**src/rtl/hazard_pkg.sv**
```systemverilog
// Shared types and helpers for the pipeline hazard control unit.
package hazard_pkg;

  // Register index width used by the load-use comparator.
  localparam int REG_AW = 5;

  typedef enum logic [1:0] {
    RUN      = 2'd0,
    MC_WAIT  = 2'd1,
    MEM_WAIT = 2'd2
  } hz_state_e;

  // One bundle of every pipeline-register control the unit drives.
  typedef struct packed {
    logic pc_stall;
    logic if_id_stall;
    logic id_ex_stall;
    logic ex_mem_stall;
    logic mem_wb_stall;
    logic if_id_flush;
    logic id_ex_flush;
    logic ex_mem_flush;
    logic redirect;
  } hz_ctrl_t;

  // Memory freeze: hold every register, nothing moves.
  function automatic hz_ctrl_t ctrl_freeze();
    hz_ctrl_t c;
    c              = '0;
    c.pc_stall     = 1'b1;
    c.if_id_stall  = 1'b1;
    c.id_ex_stall  = 1'b1;
    c.ex_mem_stall = 1'b1;
    c.mem_wb_stall = 1'b1;
    return c;
  endfunction

  // Taken branch in EX: steer the PC and squash the two younger instructions.
  function automatic hz_ctrl_t ctrl_branch();
    hz_ctrl_t c;
    c             = '0;
    c.redirect    = 1'b1;
    c.if_id_flush = 1'b1;
    c.id_ex_flush = 1'b1;
    return c;
  endfunction

  // Multi-cycle op busy: hold the front, feed bubbles into MEM.
  function automatic hz_ctrl_t ctrl_mc();
    hz_ctrl_t c;
    c              = '0;
    c.pc_stall     = 1'b1;
    c.if_id_stall  = 1'b1;
    c.id_ex_stall  = 1'b1;
    c.ex_mem_flush = 1'b1;
    return c;
  endfunction

  // Load-use: hold PC and IF/ID, insert a bubble into EX.
  function automatic hz_ctrl_t ctrl_load_use();
    hz_ctrl_t c;
    c             = '0;
    c.pc_stall    = 1'b1;
    c.if_id_stall = 1'b1;
    c.id_ex_flush = 1'b1;
    return c;
  endfunction

endpackage

```
**src/rtl/hazard_detect.sv**
```systemverilog
// Combinational load-use comparator; also reused by the forwarding unit.
module hazard_detect
  import hazard_pkg::*;
(
  input  logic [REG_AW-1:0] id_rs1,
  input  logic [REG_AW-1:0] id_rs2,
  input  logic              id_use_rs1,
  input  logic              id_use_rs2,
  input  logic [REG_AW-1:0] ex_rd,
  input  logic              ex_is_load,
  output logic              load_use
);

  // x0 is hard-wired zero, so a load targeting it never creates a hazard.
  always_comb begin
    load_use = ex_is_load && (ex_rd != '0) &&
               ((id_use_rs1 && (id_rs1 == ex_rd)) ||
                (id_use_rs2 && (id_rs2 == ex_rd)));
  end

endmodule

```
**src/rtl/hazard_ctrl.sv**
```systemverilog
// Pipeline hazard control: stall/flush/redirect generation for the five-stage
// core, plus a saturating stall-cycle counter and a sticky memory-timeout flag.
module hazard_ctrl
  import hazard_pkg::*;
#(
  parameter int MEM_TIMEOUT = 1024,
  parameter int CNT_W       = 16
) (
  input  logic              clk,
  input  logic              rst,
  input  logic [REG_AW-1:0] id_rs1,
  input  logic [REG_AW-1:0] id_rs2,
  input  logic              id_use_rs1,
  input  logic              id_use_rs2,
  input  logic [REG_AW-1:0] ex_rd,
  input  logic              ex_is_load,
  input  logic              ex_branch_taken,
  input  logic              ex_mc_start,
  input  logic              ex_mc_done,
  input  logic              im_ready,
  input  logic              dm_req,
  input  logic              dm_ready,
  output logic              pc_stall,
  output logic              if_id_stall,
  output logic              id_ex_stall,
  output logic              ex_mem_stall,
  output logic              mem_wb_stall,
  output logic              if_id_flush,
  output logic              id_ex_flush,
  output logic              ex_mem_flush,
  output logic              redirect,
  output logic [CNT_W-1:0]  stall_cnt,
  output logic              mem_timeout
);

  localparam int TMO_W = $clog2(MEM_TIMEOUT + 1);
  localparam logic [TMO_W-1:0] TMO_MAX = TMO_W'(MEM_TIMEOUT);

  hz_state_e        state_q, state_d, eff_state;
  logic             mc_pend_q, mc_pend_d;
  logic [TMO_W-1:0] tmo_cnt_q, tmo_cnt_d;
  logic [CNT_W-1:0] stall_cnt_q, stall_cnt_d;
  logic             mem_timeout_q, mem_timeout_d;
  logic             freeze, load_use;
  hz_ctrl_t         ctrl, ctrl_out;

  hazard_detect u_detect (
    .id_rs1     (id_rs1),
    .id_rs2     (id_rs2),
    .id_use_rs1 (id_use_rs1),
    .id_use_rs2 (id_use_rs2),
    .ex_rd      (ex_rd),
    .ex_is_load (ex_is_load),
    .load_use   (load_use)
  );

  assign freeze = !im_ready || (dm_req && !dm_ready);

  // Next-state and Mealy outputs. MEM_WAIT behaves like the state it will
  // return to once the freeze lifts, so resolve that state first.
  always_comb begin
    // NOTE: every variable gets a default before any branch, otherwise an
    // unassigned path infers a latch.
    eff_state = state_q;
    ctrl      = '0;
    state_d   = state_q;
    mc_pend_d = mc_pend_q;
    if (state_q == MEM_WAIT) eff_state = mc_pend_q ? MC_WAIT : RUN;

    if (freeze) begin
      ctrl      = ctrl_freeze();
      state_d   = MEM_WAIT;
      mc_pend_d = (eff_state == MC_WAIT);
    end else begin
      mc_pend_d = 1'b0;
      case (eff_state)
        MC_WAIT: begin
          if (ex_mc_done) begin
            state_d = RUN;
          end else begin
            ctrl    = ctrl_mc();
            state_d = MC_WAIT;
          end
        end
        default: begin
          state_d = RUN;
          if (ex_branch_taken) begin
            ctrl = ctrl_branch();
          end else if (ex_mc_start) begin
            if (!ex_mc_done) begin
              ctrl    = ctrl_mc();
              state_d = MC_WAIT;
            end
          end else if (load_use) begin
            ctrl = ctrl_load_use();
          end
        end
      endcase
    end
  end

  // Controls are forced quiet while reset is held.
  assign ctrl_out = rst ? ctrl : '0;

  // Counter and sticky-flag updates.
  always_comb begin
    stall_cnt_d = stall_cnt_q;
    if (ctrl_out.pc_stall && (stall_cnt_q != '1)) stall_cnt_d = stall_cnt_q + 1'b1;

    tmo_cnt_d = '0;
    if (state_d == MEM_WAIT)
      tmo_cnt_d = (tmo_cnt_q == TMO_MAX) ? tmo_cnt_q : tmo_cnt_q + 1'b1;

    mem_timeout_d = mem_timeout_q || (tmo_cnt_d == TMO_MAX);
  end

  // State register with asynchronous active-low reset.
  always_ff @(posedge clk or negedge rst) begin
    // NOTE: sequential state uses non-blocking assignments so every flop
    // samples its pre-edge value regardless of statement order.
    if (!rst) begin
      state_q       <= RUN;
      mc_pend_q     <= 1'b0;
      tmo_cnt_q     <= '0;
      stall_cnt_q   <= '0;
      mem_timeout_q <= 1'b0;
    end else begin
      state_q       <= state_d;
      mc_pend_q     <= mc_pend_d;
      tmo_cnt_q     <= tmo_cnt_d;
      stall_cnt_q   <= stall_cnt_d;
      mem_timeout_q <= mem_timeout_d;
    end
  end

  assign pc_stall     = ctrl_out.pc_stall;
  assign if_id_stall  = ctrl_out.if_id_stall;
  assign id_ex_stall  = ctrl_out.id_ex_stall;
  assign ex_mem_stall = ctrl_out.ex_mem_stall;
  assign mem_wb_stall = ctrl_out.mem_wb_stall;
  assign if_id_flush  = ctrl_out.if_id_flush;
  assign id_ex_flush  = ctrl_out.id_ex_flush;
  assign ex_mem_flush = ctrl_out.ex_mem_flush;
  assign redirect     = ctrl_out.redirect;
  assign stall_cnt    = stall_cnt_q;
  assign mem_timeout  = mem_timeout_q;

endmodule

```
**config.mk**
```make
export PLATFORM = sky130hd
export DESIGN_NAME = hazard_ctrl
export DESIGN_NICKNAME = d
export VERILOG_FILES = /design/src/rtl/hazard_pkg.sv /design/src/rtl/hazard_detect.sv /design/src/rtl/hazard_ctrl.sv
export SDC_FILE = /design/constraint.sdc
export NUM_CORES = 1
export LEC_CHECK = 0
export CAP_MARGIN = 25
export CORE_ASPECT_RATIO = 1.4
export CORE_MARGIN = 5
export CORE_UTILIZATION = 51
export DETAILED_ROUTE_END_ITERATION = 7
export PLACE_DENSITY = 0.9
export SLEW_MARGIN = 0
export SYNTH_ARGS = -nofsm -noshare
export SYNTH_HDL_FRONTEND = slang
export SYNTH_SLANG_ARGS = --single-unit
```
**constraint.sdc**
```tcl
create_clock -name clk -period 3.38 [get_ports clk]
set_clock_uncertainty 0.2 [all_clocks]
set_input_delay 0.507 -clock clk [delete_from_list [all_inputs] [get_ports clk]]
set_output_delay 0.507 -clock clk [all_outputs]
set_load 0.01 [all_outputs]
```
## Yosys cells after proc, flatten, opt, wreduce, memory -nomap -nowiden

Index checks and enable logic that the tools add are counted.

| cells by class | value |
|---|---|
| add/sub/neg operators | 2 |
| equal/unequal tests | 8 |
| reduce and logical (&&, ||, !) cells | 12 |
| muxes and demuxes | 17 |

Operator list:

| cell | count |
|---|---|
| 2-to-1 mux 9 bit | 7 |
| == test 11 bit, second input constant | 2 |
| 2-to-1 mux 11 bit | 2 |
| adder 16 x 1 -> 16 bit, second input constant | 1 |
| inequality test 16 bit, second input constant | 1 |
| adder 11 x 1 -> 11 bit, second input constant | 1 |
| == test 5 bit | 2 |
| 2-to-1 mux 2 bit | 5 |
| logical AND 1 bit | 6 |
| nonzero test 5 bit | 1 |
| == test 2 bit, second input constant | 2 |
| logical OR 1 bit | 3 |
| 2-to-1 mux 1 bit | 3 |
| == test 2 x 1 -> 1 bit, second input constant | 1 |
| logical NOT 1 bit | 2 |

| storage, ports and cells | value |
|---|---|
| input port bits | 26 |
| flip-flop bits (word level) | 31 |
| logic and storage cells | 44 |
| output and inout port bits | 26 |

## Depth between registers and ports, before layout

| depth | value |
|---|---|
| depth in word-level cells | 11 |
| gate-level depth with buffers | 9 |
| gate-level depth less buffers | 8 |

## Hierarchy

From an unflattened synthesis, not the netlist that was laid out.

| second synthesis, totals | value |
|---|---|
| cell total of the unflattened synthesis | 198 |
| area total of the unflattened synthesis | 1860.5 µm² |

By module, submodules not included:

| module | cells each | area an instance (µm²) | instances | sequential area each (µm²) |
|---|---|---|---|---|
| hazard_ctrl | 181 | 1726.7 | 1 | 775.7 |
| hazard_detect | 17 | 133.9 | 1 | 0.0 |

## Worst setup path after synthesis

Ideal clock, no wire load.

| timing | value |
|---|---|
| path kind | input -> output |
| start point | in ex_rd[0] |
| end point | out pc_stall |
| arrival | 1826 ps |
| data required time | 2673 ps |
| setup slack | 847 ps |
| cell stages on the path | 7 |
| buffers on the path | 2 |
| cells stage by stage | or4_1 > o21ai_2 > nor3b_1 > a31oi_4 > buf_6 > inv_4 > buf_4 |

| between the ends | value |
|---|---|
| word-level cells in the longest chain between the ends | 10 |
| elaborated cells on any way between the ends | 14 |
| classes of those cells | eq/ne: 2; mux: 6; reduce/logical: 6 |

RTL lines:

| element | line | text |
|---|---|---|
| start, declared | hazard_ctrl.sv:15 | `input logic [REG_AW-1:0] ex_rd,` |
| == test 5 bit, on equally long branches | hazard_detect.sv:17, hazard_detect.sv:18 |  |
| logical AND 1 bit, on equally long branches | hazard_detect.sv:17, hazard_detect.sv:18 |  |
| logical OR 1 bit | hazard_detect.sv:17 | `((id_use_rs1 && (id_rs1 == ex_rd)) \|\|` |
| logical AND 1 bit * | hazard_detect.sv:16 | `load_use = ex_is_load && (ex_rd != '0) &&` |
| 2-to-1 mux 9 bit * | hazard_ctrl.sv:94 | `end else if (load_use) begin` |
| 2-to-1 mux 9 bit * | hazard_ctrl.sv:89 | `end else if (ex_mc_start) begin` |
| 2-to-1 mux 9 bit * | hazard_ctrl.sv:87 | `if (ex_branch_taken) begin` |
| 2-to-1 mux 9 bit * | hazard_ctrl.sv:76 | `case (eff_state)` |
| 2-to-1 mux 9 bit * | hazard_ctrl.sv:70 | `if (freeze) begin` |
| 2-to-1 mux 9 bit * | hazard_ctrl.sv:103 | `assign ctrl_out = rst ? ctrl : '0;` |
| end, declared | hazard_ctrl.sv:23 | `output logic pc_stall,` |

Mark *: on every way between the ends. The rest lies on a longest branch, timed or not.

## Final worst setup path

Same ends and word-level chain as after synthesis.

==> summary.txt <==
Run status
  • Status: completed

Drt
  • DRT Pass-1 Iters: 4
  • Final wirelength: 4.499 mm
  • Antenna Violating Nets Remaining: 0
  • Vias: 1603
  • Iteration-0 DRC Markers: 64
  • DRC Markers: 0
  • Routed vias/inst: 5.684
  • Drt wl/cell: 15.95 µm

Worst setup path
  • CP Cell Sequence: clkdlybuf4s50_1, or4_1, o21ai_2, nor3b_1, a31oi_4, inv_4, clkdlybuf4s50_1
  • Slowest CP cell: or4_1
  • Crit path kind: in2out
  • CP max stage delay: 0.56 ns
  • Crit path required time: 2.67 ns
  • Worst path arrival time: 2.58 ns
  • Worst Path Max Fanout: 4
  • Critical path endpoint category: primary output
  • Most used cell, CP: clkdlybuf4s50_1
  • R2R depth: 8
  • CP Launch Type: primary input

Final layout
  • ANT cells: 0
  • P&R area growth vs syn: 36.10%
  • Core Util, Final: 72.65%
  • Final nets: 270
  • Fillers: 273
  • Layout cells sized above 1: 9.917%

Logic synthesis
  • Seq cells post-synth: 31
  • Yosys cell types: 44
  • Dominant cell type by area after synthesis: dfrtp_1
  • Top-count cell post-synth: dfrtp_1
  • Number of enable flip-flop cells after synthesis: 0
  • Synth Flop Type: dfrtp_1
  • Synth area leaders: dfrtp_1 (42%), xnor2_1 (8.6%), xor2_1 (7.6%)
  • Commonest cells post-synth: dfrtp_1 (31), xnor2_1 (18), xor2_1 (16)
  • Syn Inst Count: 185
  • Post-synth ARST share: 100.0%
  • Cell Area, Synth: 0.001837 mm²
  • Synth top area share: 42.23%
  • Post-Syn Nets: 214
  • Post-Syn Area per Cell: 9.928 µm²
  • Synth Warn #: 0
  • Sequential-to-total area share from yosys stat: 42.23%

STA
  • RSZ-0062 raised after global routing: no
  • Final setup TNS: 0 ns
  • Crit path time final: 3.284 ns
  • Max_slew headroom: 57.47%
  • Fmax: 0.3045 GHz
  • Tightest Pin Transition: 0.6345 ns
  • Setup-failing EPs final: 0
  • Period utilisation layout: 97.15%
  • Final Slew Violations: 0
  • Final Hold Fails: 0

CTS
  • Setup Fix Bufs, Post-CTS: 0
  • Longest Clk Path Bufs: 2
  • CTS tree: done
  • Clk sinks: 31
  • Worst-path clk slew: 0.06 ns
  • CTS root buffer: clkbuf_8
  • Clk_lat worst skew: 0.29 ns
  • CTS HTree Levels: 2
  • Hold buffer count at cts: 0
  • CTS Buf Count: 5
  • Post-cts gate resize count: 0

Placement
  • Port Buffers: 51
  • Hpwl dp: 3.370 mm
  • GPL Wtd Cong: 0.7944

Global route
  • Global-route wire length before repair: 7.721 mm
  • Initial antenna violation count: 0
  • Gr usage total: 21.02%
  • Grt ovf: 0
  • Vias in the first global route: 1664
  • Largest net degree at the start of global routing: 29

Die
  • Die area: 0.004919 mm²
  • FP Rows: 25
  • CORE AREA: 0.003441 mm²
  • Die Wd: 60.72 µm
  • Die height: 81.01 µm
  • Ports: 52
  • Starting Density: 53.38%

Flow run
  • Maxcap violations: 0

Power
  • VDD IR max: 0.4668 mV
  • Leakage: 1.053 nW
  • PD cells: 514.2 mW/mm²

Min path
  • Hold Path Stages: 1
  • Worst Hold Class: reg2reg
[through the flow]
| stage | worst slack, ns | hold slack, ns | power, W | cells | cell area [µm²] |
|---|---|---|---|---|---|
| 3_5_place_dp | 0.08217 | 0.2688 | 0.0009122 | 274 | 2382 |
| 4_1_cts | 0.07401 | 0.2817 | 0.001292 | 282 | 2500 |
| 3_3_place_gp | 0.1387 | 0.2515 | 0.0008995 | 274 | 2382 |
| 6_report | 0.09633 | 0.2877 | 0.001285 | 282 | 2500 |
| 5_1_grt | 0.01511 | 0.2915 | 0.001351 | 282 | 2500 |
| 2_1_floorplan | 0.8472 | 0.01141 | 0.0006969 | 185 | 1837 |
[where the power goes]
part / internal [W] / switching (W)
sequential: 0.000438 / 0.0000945
combinational: 0.000215 / 0.000162
clock: 0.000238 / 0.000137
[cell families after synthesis]
kind of cell    share of synthesized area, %
simple gates                           27.39
xor+xnor                               16.21
flops                                  42.23
compound gates                         7.085
buf+inv                                3.815
fa+ha+maj                              2.044
mux                                    1.226
[cells in the final DEF, fill, tap and decap left out, types with 3 or more instances in the layout]
cell type / Yosys / final
clkbuf_8: 0 / 6
nand2_1: 11 / 11
dfrtp_1: 31 / 31
nor3_1: 7 / 7
nor4_2: 3 / 3
and2_1: 5 / 5
nor2_1: 14 / 14
a21oi_1: 3 / 3
o21a_1: 4 / 4
inv_1: 7 / 7
clkdlybuf4s50_1: 0 / 51
ha_1: 3 / 3
nor4_1: 4 / 4
xor2_1: 16 / 16
nor3b_1: 3 / 3
xnor2_1: 18 / 18
and3_1: 5 / 5
buf_4: 3 / 3
nand4_1: 10 / 10
nand3_1: 6 / 6
[critical path: cells and delay by family]
kind                   cells  cell delay (ns)
AO/OA/AOI/OAI              2             0.40
buffers and inverters      3             1.01
AND/OR/NAND/NOR            2             0.66
[routing by layer]
metal | global-route usage (%) | share of wire [%] | vias up
li1 | - | - | 767
met1 | 22.85 | 37 | 780
met2 | 38.12 | 57 | 44
met3 | 4.293 | 4.3 | 12
met4 | 9.111 | 2.0 | 0
met5 | 0 | 0 | -
[path summary, 6_finish.rpt]
| check | startpoint | endpoint | slack [ns] |
|---|---|---|---|
| worst max-delay path | ex_rd[0] | pc_stall | 0.1 |
| worst min-delay path | mem_timeout | mem_timeout | 0.29 |
| worst max register to register | tmo_cnt_q[0] | mem_timeout | 0.99 |
| worst min register to register | mem_timeout | mem_timeout | 0.29 |
| max in group asynchronous | rst | stall_cnt[5] | 1.98 |
| min in group asynchronous | rst | state_q[1] | 0.31 |
[registers in the layout (all words and copies together), names as in the netlist]
name	cells
mc_pend_q	1
stall_cnt	16
mem_timeout	1
tmo_cnt_q	11
state_q	2
[final cells by class]
type	instances	area, µm²	area share, %
inverter	8	32.53	1.301
clock inverter	2	35.03	1.401
timing repair buffer	54	533.0	21.32
multi-input combinational	141	991.0	39.64
tap	40	50.05	2.002
sequential	31	775.7	31.03
clock buffer	6	82.58	3.303
(Power assumes the default switching activity.)
